### src/rtl/dense_skew_feeder_if.sv
// dense_skew_feeder_if: bus bundle between the dense-buffer skew feeder and its environment.
// Compile-time option: DENSE_FEED_PERF_CNT_EN adds perf_cyc_o / perf_stall_o.
// Ports (feeder view, modport master):
//   in : start_i, base_addr_i, row_cnt_i, stall_i, rd_data_i
//   out: rd_en_o, rd_addr_o, arr_valid_o, arr_data_o, busy_o, done_o [, perf_cyc_o, perf_stall_o]
// Modport slave is the environment side (buffer, array, controller).
interface dense_skew_feeder_if #(
    parameter int LANES      = 16,
    parameter int DATA_WIDTH = LANES * 8,
    parameter int ADDR_WIDTH = 6
);
    logic                  start_i;
    logic [ADDR_WIDTH-1:0] base_addr_i;
    logic [6:0]            row_cnt_i;
    logic                  stall_i;
    logic                  rd_en_o;
    logic [ADDR_WIDTH-1:0] rd_addr_o;
    logic [DATA_WIDTH-1:0] rd_data_i;
    logic [LANES-1:0]      arr_valid_o;
    logic [DATA_WIDTH-1:0] arr_data_o;
    logic                  busy_o;
    logic                  done_o;
`ifdef DENSE_FEED_PERF_CNT_EN
    logic [15:0]           perf_cyc_o;
    logic [15:0]           perf_stall_o;
`endif
    modport master (
        input  start_i, base_addr_i, row_cnt_i, stall_i, rd_data_i,
        output rd_en_o, rd_addr_o, arr_valid_o, arr_data_o, busy_o, done_o
`ifdef DENSE_FEED_PERF_CNT_EN
        , output perf_cyc_o, perf_stall_o
`endif
    );
    modport slave (
        output start_i, base_addr_i, row_cnt_i, stall_i, rd_data_i,
        input  rd_en_o, rd_addr_o, arr_valid_o, arr_data_o, busy_o, done_o
`ifdef DENSE_FEED_PERF_CNT_EN
        , input perf_cyc_o, perf_stall_o
`endif
    );
endinterface

### src/rtl/dense_skew_feeder.sv
// dense_skew_feeder: streams rows from the dense operand buffer into the array with per-lane skew.
// Compile-time option: DENSE_FEED_PERF_CNT_EN adds busy/stall cycle counters.
// Ports:
//   clk  - clock
//   rstn - asynchronous active-low reset
//   bus  - dense_skew_feeder_if.master: start/base/count request, stall, buffer read port,
//          skewed array outputs (lane k delayed k cycles), busy and done pulse
module dense_skew_feeder #(
    parameter int LANES      = 16,
    parameter int ADDR_WIDTH = 6,
    parameter int DEPTH      = 60
) (
    input  logic                clk,
    input  logic                rstn,
    dense_skew_feeder_if.master bus
);
    localparam int DW = $clog2(LANES);

    typedef enum logic [1:0] {IDLE, READ, DRAIN, DONE} state_t;

    state_t                state_q, state_d;
    logic [ADDR_WIDTH-1:0] addr_q, addr_d;
    logic [6:0]            rows_q, rows_d;
    logic [DW-1:0]         drain_q, drain_d;
    logic                  active;
    logic                  shift;

    assign active = (state_q == READ) || (state_q == DRAIN);
    // The whole skew pipe advances only on non-stalled active cycles.
    assign shift  = active && !bus.stall_i;

    always_comb begin
        state_d = state_q;
        addr_d  = addr_q;
        rows_d  = rows_q;
        drain_d = drain_q;
        case (state_q)
            IDLE: if (bus.start_i) begin
                rows_d  = (bus.row_cnt_i > 7'(DEPTH)) ? 7'(DEPTH) : bus.row_cnt_i;
                addr_d  = bus.base_addr_i;
                state_d = (bus.row_cnt_i == 7'd0) ? DONE : READ;
            end
            READ: if (!bus.stall_i) begin
                addr_d  = (addr_q == ADDR_WIDTH'(DEPTH - 1)) ? '0 : addr_q + 1'b1;
                rows_d  = rows_q - 1'b1;
                drain_d = '0;
                state_d = (rows_q == 7'd1) ? DRAIN : READ;
            end
            DRAIN: if (!bus.stall_i) begin
                drain_d = drain_q + 1'b1;
                state_d = (drain_q == DW'(LANES - 1)) ? DONE : DRAIN;
            end
            default: state_d = IDLE;
        endcase
    end

    always_ff @(posedge clk or negedge rstn) begin
        if (!rstn) begin
            state_q <= IDLE;
            addr_q  <= '0;
            rows_q  <= '0;
            drain_q <= '0;
        end else begin
            state_q <= state_d;
            addr_q  <= addr_d;
            rows_q  <= rows_d;
            drain_q <= drain_d;
        end
    end

    assign bus.rd_en_o   = (state_q == READ) && !bus.stall_i;
    assign bus.rd_addr_o = (state_q == READ) ? addr_q : '0;
    assign bus.busy_o    = active;
    assign bus.done_o    = (state_q == DONE);

    // Lane k is a (k+1)-deep chain of {valid, byte}; stage 0 loads the read row in READ
    // and zeros in DRAIN, so the last stage shows the row k+1 shifts after it was read.
    for (genvar k = 0; k < LANES; k++) begin : g_lane
        logic [k:0][8:0] sh_q, sh_d;
        always_comb begin
            sh_d = sh_q;
            if (shift) begin
                sh_d[0] = (state_q == READ) ? {1'b1, bus.rd_data_i[8*k +: 8]} : 9'd0;
                for (int j = 1; j <= k; j++) sh_d[j] = sh_q[j-1];
            end
        end
        always_ff @(posedge clk or negedge rstn) begin
            if (!rstn) sh_q <= '0;
            else       sh_q <= sh_d;
        end
        assign bus.arr_valid_o[k]       = sh_q[k][8];
        assign bus.arr_data_o[8*k +: 8] = sh_q[k][8] ? sh_q[k][7:0] : 8'd0;
    end

`ifdef DENSE_FEED_PERF_CNT_EN
    logic [15:0] pcyc_q, pcyc_d, pstall_q, pstall_d;

    // Counters restart on an accepted start and hold after the run until the next one.
    always_comb begin
        pcyc_d   = pcyc_q;
        pstall_d = pstall_q;
        if (state_q == IDLE && bus.start_i) begin
            pcyc_d   = '0;
            pstall_d = '0;
        end else if (active) begin
            pcyc_d   = (&pcyc_q) ? pcyc_q : pcyc_q + 1'b1;
            pstall_d = (bus.stall_i && !(&pstall_q)) ? pstall_q + 1'b1 : pstall_q;
        end
    end

    always_ff @(posedge clk or negedge rstn) begin
        if (!rstn) begin
            pcyc_q   <= '0;
            pstall_q <= '0;
        end else begin
            pcyc_q   <= pcyc_d;
            pstall_q <= pstall_d;
        end
    end

    assign bus.perf_cyc_o   = pcyc_q;
    assign bus.perf_stall_o = pstall_q;
`endif
endmodule
### src/flat_wrapper.sv
// flat-port wrapper written by rule: the top's interface ports become plain ports
module dense_skew_feeder_flat 
#(
    parameter int LANES      = 16,
    parameter int ADDR_WIDTH = 6,
    parameter int DEPTH      = 60
)
  (clk, rstn, bus_start_i, bus_base_addr_i, bus_row_cnt_i, bus_stall_i, bus_rd_data_i, bus_rd_en_o, bus_rd_addr_o, bus_arr_valid_o, bus_arr_data_o, bus_busy_o, bus_done_o);
  dense_skew_feeder_if #(.LANES(LANES), .ADDR_WIDTH(ADDR_WIDTH)) bus_i ();
  input  logic clk;
  input  logic rstn;
  input wire logic [$bits(bus_i.start_i)-1:0] bus_start_i;
  input wire logic [$bits(bus_i.base_addr_i)-1:0] bus_base_addr_i;
  input wire logic [$bits(bus_i.row_cnt_i)-1:0] bus_row_cnt_i;
  input wire logic [$bits(bus_i.stall_i)-1:0] bus_stall_i;
  input wire logic [$bits(bus_i.rd_data_i)-1:0] bus_rd_data_i;
  output wire logic [$bits(bus_i.rd_en_o)-1:0] bus_rd_en_o;
  output wire logic [$bits(bus_i.rd_addr_o)-1:0] bus_rd_addr_o;
  output wire logic [$bits(bus_i.arr_valid_o)-1:0] bus_arr_valid_o;
  output wire logic [$bits(bus_i.arr_data_o)-1:0] bus_arr_data_o;
  output wire logic [$bits(bus_i.busy_o)-1:0] bus_busy_o;
  output wire logic [$bits(bus_i.done_o)-1:0] bus_done_o;
  assign bus_i.start_i = bus_start_i;
  assign bus_i.base_addr_i = bus_base_addr_i;
  assign bus_i.row_cnt_i = bus_row_cnt_i;
  assign bus_i.stall_i = bus_stall_i;
  assign bus_i.rd_data_i = bus_rd_data_i;
  assign bus_rd_en_o = bus_i.rd_en_o;
  assign bus_rd_addr_o = bus_i.rd_addr_o;
  assign bus_arr_valid_o = bus_i.arr_valid_o;
  assign bus_arr_data_o = bus_i.arr_data_o;
  assign bus_busy_o = bus_i.busy_o;
  assign bus_done_o = bus_i.done_o;
  dense_skew_feeder #(.LANES(LANES), .ADDR_WIDTH(ADDR_WIDTH), .DEPTH(DEPTH)) u_core (.clk(clk), .rstn(rstn), .bus(bus_i));
endmodule
### config.mk
export PLATFORM = sky130hd
export DESIGN_NAME = dense_skew_feeder_flat
export DESIGN_NICKNAME = d
export VERILOG_FILES = /design/src/rtl/dense_skew_feeder_if.sv /design/src/rtl/dense_skew_feeder.sv /design/src/flat_wrapper.sv
export SDC_FILE = /design/constraint.sdc
export NUM_CORES = 2
export LEC_CHECK = 0
export ABC_CLOCK_PERIOD_IN_PS = 2000
export BUFFER_PORTS_ARGS = -buffer_cell sky130_fd_sc_hd__clkbuf_2
export CAP_MARGIN = 10
export CORE_UTILIZATION = 50
export DETAILED_ROUTE_END_ITERATION = 8
export PLACE_DENSITY_LB_ADDON = 0.05
export REMOVE_ABC_BUFFERS = 1
export SYNTH_ARGS = -nofsm -noshare
export SYNTH_HDL_FRONTEND = slang
export SYNTH_SLANG_ARGS = --single-unit
### constraint.sdc
create_clock -name clk -period 2 [get_ports clk]
set_input_delay 0.4 -clock clk [delete_from_list [all_inputs] [get_ports clk]]
set_output_delay 0.4 -clock clk [all_outputs]
set_load 0.05 [all_outputs]
Yosys cells after proc, flatten, opt, wreduce, memory -nomap -nowiden
Index checks and enable logic that the tools add are counted.
{"block": "word_totals", "register_bits": 1243, "inputBits": 145, "output_inout_bits": 153, "elab_cells": 215}
{"block": "classes", "addsub": 3, "order_cmp": 1, "n_eq_ne": 9, "n_mux": 51, "reduce_logical": 11}
{"op": "two-way mux 9 bit", "n": 16}
{"op": "two-way mux 8 bit", "n": 16}
{"op": "two-way mux 6 bit", "n": 4}
{"op": "two-way mux 7 bit", "n": 3}
{"op": "case mux 7 bit (2 select lines)", "n": 1}
{"op": "case mux 6 bit (2 select lines)", "n": 1}
{"op": "two-way mux 2 bit", "n": 5}
{"op": "AND reduction 3 bit", "n": 3}
{"op": "two-way mux 4 bit", "n": 2}
{"op": "case mux 4 bit (2 select lines)", "n": 1}
{"op": "== test 7 x 1 -> 1 bit (second input constant)", "n": 1}
{"op": "> comparator 7 x 6 -> 1 bit (second input constant)", "n": 1}
{"op": "logical NOT 7 bit", "n": 1}
{"op": "subtractor 7 x 1 -> 7 bit (second input constant)", "n": 1}
{"op": "adder 6 x 1 -> 6 bit (second input constant)", "n": 1}
{"op": "== test 6 bit (second input constant)", "n": 1}
{"op": "inequality test 2 bit (second input constant)", "n": 3}
{"op": "case mux 2 bit (3 select lines)", "n": 1}
{"op": "adder 4 x 1 -> 4 bit (second input constant)", "n": 1}
{"op": "== test 2 bit (second input constant)", "n": 2}
{"op": "== test 4 bit (second input constant)", "n": 1}
{"op": "nonzero test 2 bit", "n": 2}
{"op": "== test 2 x 1 -> 1 bit (second input constant)", "n": 1}
{"op": "logical AND 1 bit", "n": 2}
{"op": "other kinds (4)", "n": 4}

Longest topological paths before layout
{"block": "logic_depth", "depth_word": 4, "ltp_mapped": 9, "depth_no_buf": 6}

Least setup slack after synthesis
Ideal clock, no wire load.
{"block": "synth_path", "path_type": "reg2reg", "startpoint": "reg u_core.state_q[0]", "endpoint": "reg u_core.g_lane[10].sh_q[52] (netlist name)", "setup_ps": 65, "t_arrival_ps": 1996, "required_time_ps": 1935, "path_slack_ps": -61, "path_stages_with_launch": 9, "path_buffers": 3, "synth_period_minus_slack_ps": 2061, "path_cell_list": "dfrtp_1 inv_1 ha_1 nor2b_1 buf_2 buf_2 buf_1 nand2_1 nand2_1"}
{"block": "synth_between", "elab_chain_cells": 3, "elab_cells_between_ends": 4, "cone_classes": "eq/ne (2); reduce/logical (2)"}
{"item": "start: declaration", "line": "dense_skew_feeder.sv:21", "text": "state_t state_q, state_d;"}
{"item": "start signal: assignment", "line": "dense_skew_feeder.sv:64", "text": "state_q <= state_d;"}
{"item": "== test 2 x 1 -> 1 bit or == test 2 bit (tied branches)", "line": "dense_skew_feeder.sv:28", "text": "assign active = (state_q == READ) || (state_q == DRAIN);"}
{"item": "logical OR 1 bit (*)", "line": "dense_skew_feeder.sv:28"}
{"item": "named net bus_busy_o", "line": "flat_wrapper.sv:21", "text": "output wire logic [$bits(bus_i.busy_o)-1:0] bus_busy_o;"}
{"item": "logical AND 1 bit (*)", "line": "dense_skew_feeder.sv:30", "text": "assign shift = active && !bus.stall_i;"}
{"item": "end signal: assignment", "line": "dense_skew_feeder.sv:88", "text": "if (!rstn) sh_q <= '0;"}
{"item": "end signal: assignment", "line": "dense_skew_feeder.sv:89", "text": "else sh_q <= sh_d;"}
{"item": "end: declaration", "line": "dense_skew_feeder.sv:79", "text": "logic [k:0][8:0] sh_q, sh_d;"}
Mark *: on every way through the listed nets, which the timed path passes. The rest lies on a longest branch.
A chain may end at the register's enable or synchronous reset.

Worst setup path after layout
{"block": "layout_path", "startpoint": "reg u_core.state_q[1]", "endpoint": "out bus_rd_addr_o[0]"}
{"block": "layout_between", "elab_chain_cells": 2}
{"item": "== test 2 x 1 -> 1 bit", "line": "dense_skew_feeder.sv:72", "text": "assign bus.rd_addr_o = (state_q == READ) ? addr_q : '0;"}
{"item": "two-way mux 6 bit", "line": "dense_skew_feeder.sv:72"}
{"item": "end: declaration", "line": "flat_wrapper.sv:18", "text": "output wire logic [$bits(bus_i.rd_addr_o)-1:0] bus_rd_addr_o;"}
No other way between the ends.

==> results.toml <==
[outcome]
status = "finished, violations left"
violations = "setup timing"

[placement]
dp_hpwl_um = 55580
dp_worst_setup_slack_ns = 0.1035
gp_congestion = 0.7832
port_buffers = 297
dpl_cell_area_sq_mm = 0.04714
placed_cells = 6061

[finish]
fin_area_sq_mm = 0.05577
nNetsFinal = 5420
fin_cells = 6511
area_growth_pct = 29.27
drive_above_1_share_pct = 16.28
final_core_util_pct = 65.40

[route]
wl_um = 98340
remaining_drc_errors = 0
dr.pass1.iters = 7
wl_per_cell_um = 15.10
drt-initial-drc-count = 1910
routed_via_density = 4.859
vias = 31630
ant_nets = 0

[floorplanning]
core_sq_mm = 0.08528
die_area_sq_mm = 0.08747
die_h_um = 295.7
die_w_um = 295.7
start_util_pct = 50.59
io_pins = 298
rows = 107

[critical_path]
crit_type = "register to output port"
critical_path_required_ns = 1.60
setup.worst_path.start_class = "register"
timing.rr.end = "u_core.g_lane[15].sh_q[120]$_DFFE_PN0P_"
rrSetupSlack_ns = -0.05
reg2reg_from = "u_core.state_q[1]$_DFFE_PN0P_"
crit_path_end_kind = "output port"
cp_cell_sequence = "inv_2, ha_4, buf_6, and2_4, clkbuf_16"
critical_path_peak_fanout = 8
rr_worst_depth = 12
slowest_stage = "dfrtp_1"
arrival_ns = 1.73
critical_path.max_stage_delay_ns = 0.39

[cts]
cts_tree = "built"
clk_path_buf_depth = 3
cts_root_buf = "clkbuf_16"
insertion_delay_ns = 0.67
cts_buffers = 117
cts.sinks = 1123
cts_max_level = 3
cts.clk_slew.worst_paths_ns = 0.06

[sta]
timing.fmax_mhz = 469.6
holdWs_ns = 0.04105
hold_viol = 0
fin_ws_ns = -0.1295
setup_tns_ns = -1.614
slew_violations = 0
rsz0062_at_grt = "yes"
setup-violations-final = 39
fin_crit_sh_pct = 106.5
worst_pin_slew_ns = 0.4651
clock-skew-final_ns = 0.01564
max_slew_margin_pct = 68.90
post-route-min-period_ns = 2.129

[synthesis]
synth_area_sq_mm = 0.04314
muxShareOfSynthArea_pct = 0.04930
avgSynthCellArea_sq_um = 9.177
ys_warn_count = 0
synth_area_leaders = "dfrtp_1 (65%), nand2_1 (26%), a22o_1 (2.7%)"
synth_simple_gate_area_share_pct = 28.12
synthXorXnorAreaFrac_pct = 0.02030
synth-compound-area-share_pct = 3.370
synth_top_area_cell = "dfrtp_1"
synth-seq-cells = 1123
synth_fa_ha_area_share_pct = 0.2320
ys_types = 45
ys_async_sr_fraction_pct = 100.0
synth_common_cells = "nand2_1 (2938), dfrtp_1 (1123), buf_2 (187), and2_1 (137), a22o_1 (132)"
yosysMostFrequentCell = "nand2_1"
synth_edf_count = 0
ys_seq_area_share_pct = 65.14
synth_top_family_by_area = "simple AND/OR/NAND/NOR gates"
synth_flop_cell = "dfrtp_1"
synth_top_area_share_pct = 65.14
syn_inst = 4701

[min_path]
hold_class = "input pin to register"
whs_path_depth = 3
min_to = "u_core.addr_q[1]$_DFFE_PN0P_"
hp-start = "bus_base_addr_i[1]"

[power_and_ir_drop]
powerDensity_mw_per_mm2 = 1502
power.share.sequential_pct = 44.0
intPower_mw = 55.81
p_sw_mw = 27.99
total_power_mw = 83.79
p_leak_nw = 30.66
ir_worst_vdd_mv = 0.8598
switching_share_pct = 33.40
pwr-share-comb_pct = 29.6
power_frac_clock_pct = 26.4

[global_routing]
grt_pass1_wl_um = 153300
antenna_found_initial = 10
overflow = 0
gr-usage-all-layers_pct = 21.37
grt_max_degree = 93
grt_pass1_vias = 30430

[job]
maxCapViolations = 0
-- worst max-delay path: cells and delay by family (launching register included) --
kind	cells	cell delay, ns
buffers and inverters	3	0.35
AND/OR/NAND/NOR	1	0.15
flip-flops	1	0.39
adder cells (fa/ha/maj)	1	0.15
-- cells in the final DEF, fill, tap and decap left out, types with 21 or more instances in the layout --
cell and n:
a22o_1 132, and2_1 62, and2_4 75, buf_12 71, buf_4 128, buf_6 51
buf_8 50, clkbuf_1 25, clkbuf_16 175, clkbuf_2 160, clkbuf_8 64, clkinv_2 21
dfrtp_1 1109, dlygate4sd3_1 133, nand2_1 2936
-- layer usage --
metal	GRT usage [%]	up-vias	wire length, um
li1	-	15610	-
met1	30.73	15360	46280
met2	33.93	512	46280
met3	3.298	151	3670
met4	5.699	10	2055
met5	0	-	56
-- worst max path at each step --
stage,slack (ns),from,cells past startpoint,to
global route,-0.19,u_core.state_q[1]$_DFFE_PN0P_,5,bus_rd_addr_o[0]
CTS,-0.16,u_core.state_q[1]$_DFFE_PN0P_,5,bus_rd_addr_o[5]
detailed placement,0.10,u_core.state_q[0]$_DFFE_PN0P_,8,u_core.g_lane[13].sh_q[36]$_DFFE_PN0P_
global placement,0.12,u_core.state_q[0]$_DFFE_PN0P_,8,u_core.g_lane[13].sh_q[54]$_DFFE_PN0P_
floorplan,-30.35,u_core.state_q[0]$_DFFE_PN0P_,5,u_core.bus.arr_valid_o[15]$_DFFE_PN0P_
finish,-0.13,u_core.state_q[1]$_DFFE_PN0P_,5,bus_rd_addr_o[0]
-- timing repair --
item / in CTS / in global routing
hold buffers: 133 / 0
hold endpoints to repair: 299 / 0
gates cloned: 0 / 37
buffers inserted: 34 / 28
gates resized for setup: 332 / 204
pin swaps: 2 / 0
setup endpoints to repair: 149 / 532
-- final cells by class --
cell class / count / area, sq um
Antenna cell: 5 / 12.51
Clock buffer: 179 / 3576
Clock inverter: 35 / 410.4
Fill cell: 7078 / 29510
Inverter: 6 / 22.52
Multi-Input combinational cell: 3305 / 13960
Sequential cell: 1123 / 28120
Tap cell: 1144 / 1431
Timing Repair Buffer: 714 / 8235
-- power by group through the flow --
stage / registers (mW) / clock network (mW) / logic [mW]
floorplan: 32.9 / 0 / 9.51
global placement: 37.1 / 0 / 19.9
detailed placement: 37.2 / 0 / 20.4
CTS: 36.8 / 22.6 / 22.4
global route: 38.0 / 23.6 / 27.8
finish: 36.9 / 22.1 / 24.8
-- cell families after synthesis --
logic type               Yosys count
AO/OA/AOI/OAI                    175
adder cells (fa/ha/maj)            8
flip-flops                      1123
multiplexers                       2
buffers and inverters            273
AND/OR/NAND/NOR                 3119
XOR/XNOR                           1
-- flip-flops by register name, indices dropped and copies added, names as in the netlist --
register / count
u_core.rows_q: 7
u_core.g_lane.sh_q: 1103
u_core.addr_q: 6
u_core.drain_q: 4
u_core.state_q: 2
u_core.bus.arr_valid_o: 1
Power figures use the tool's default switching activity.
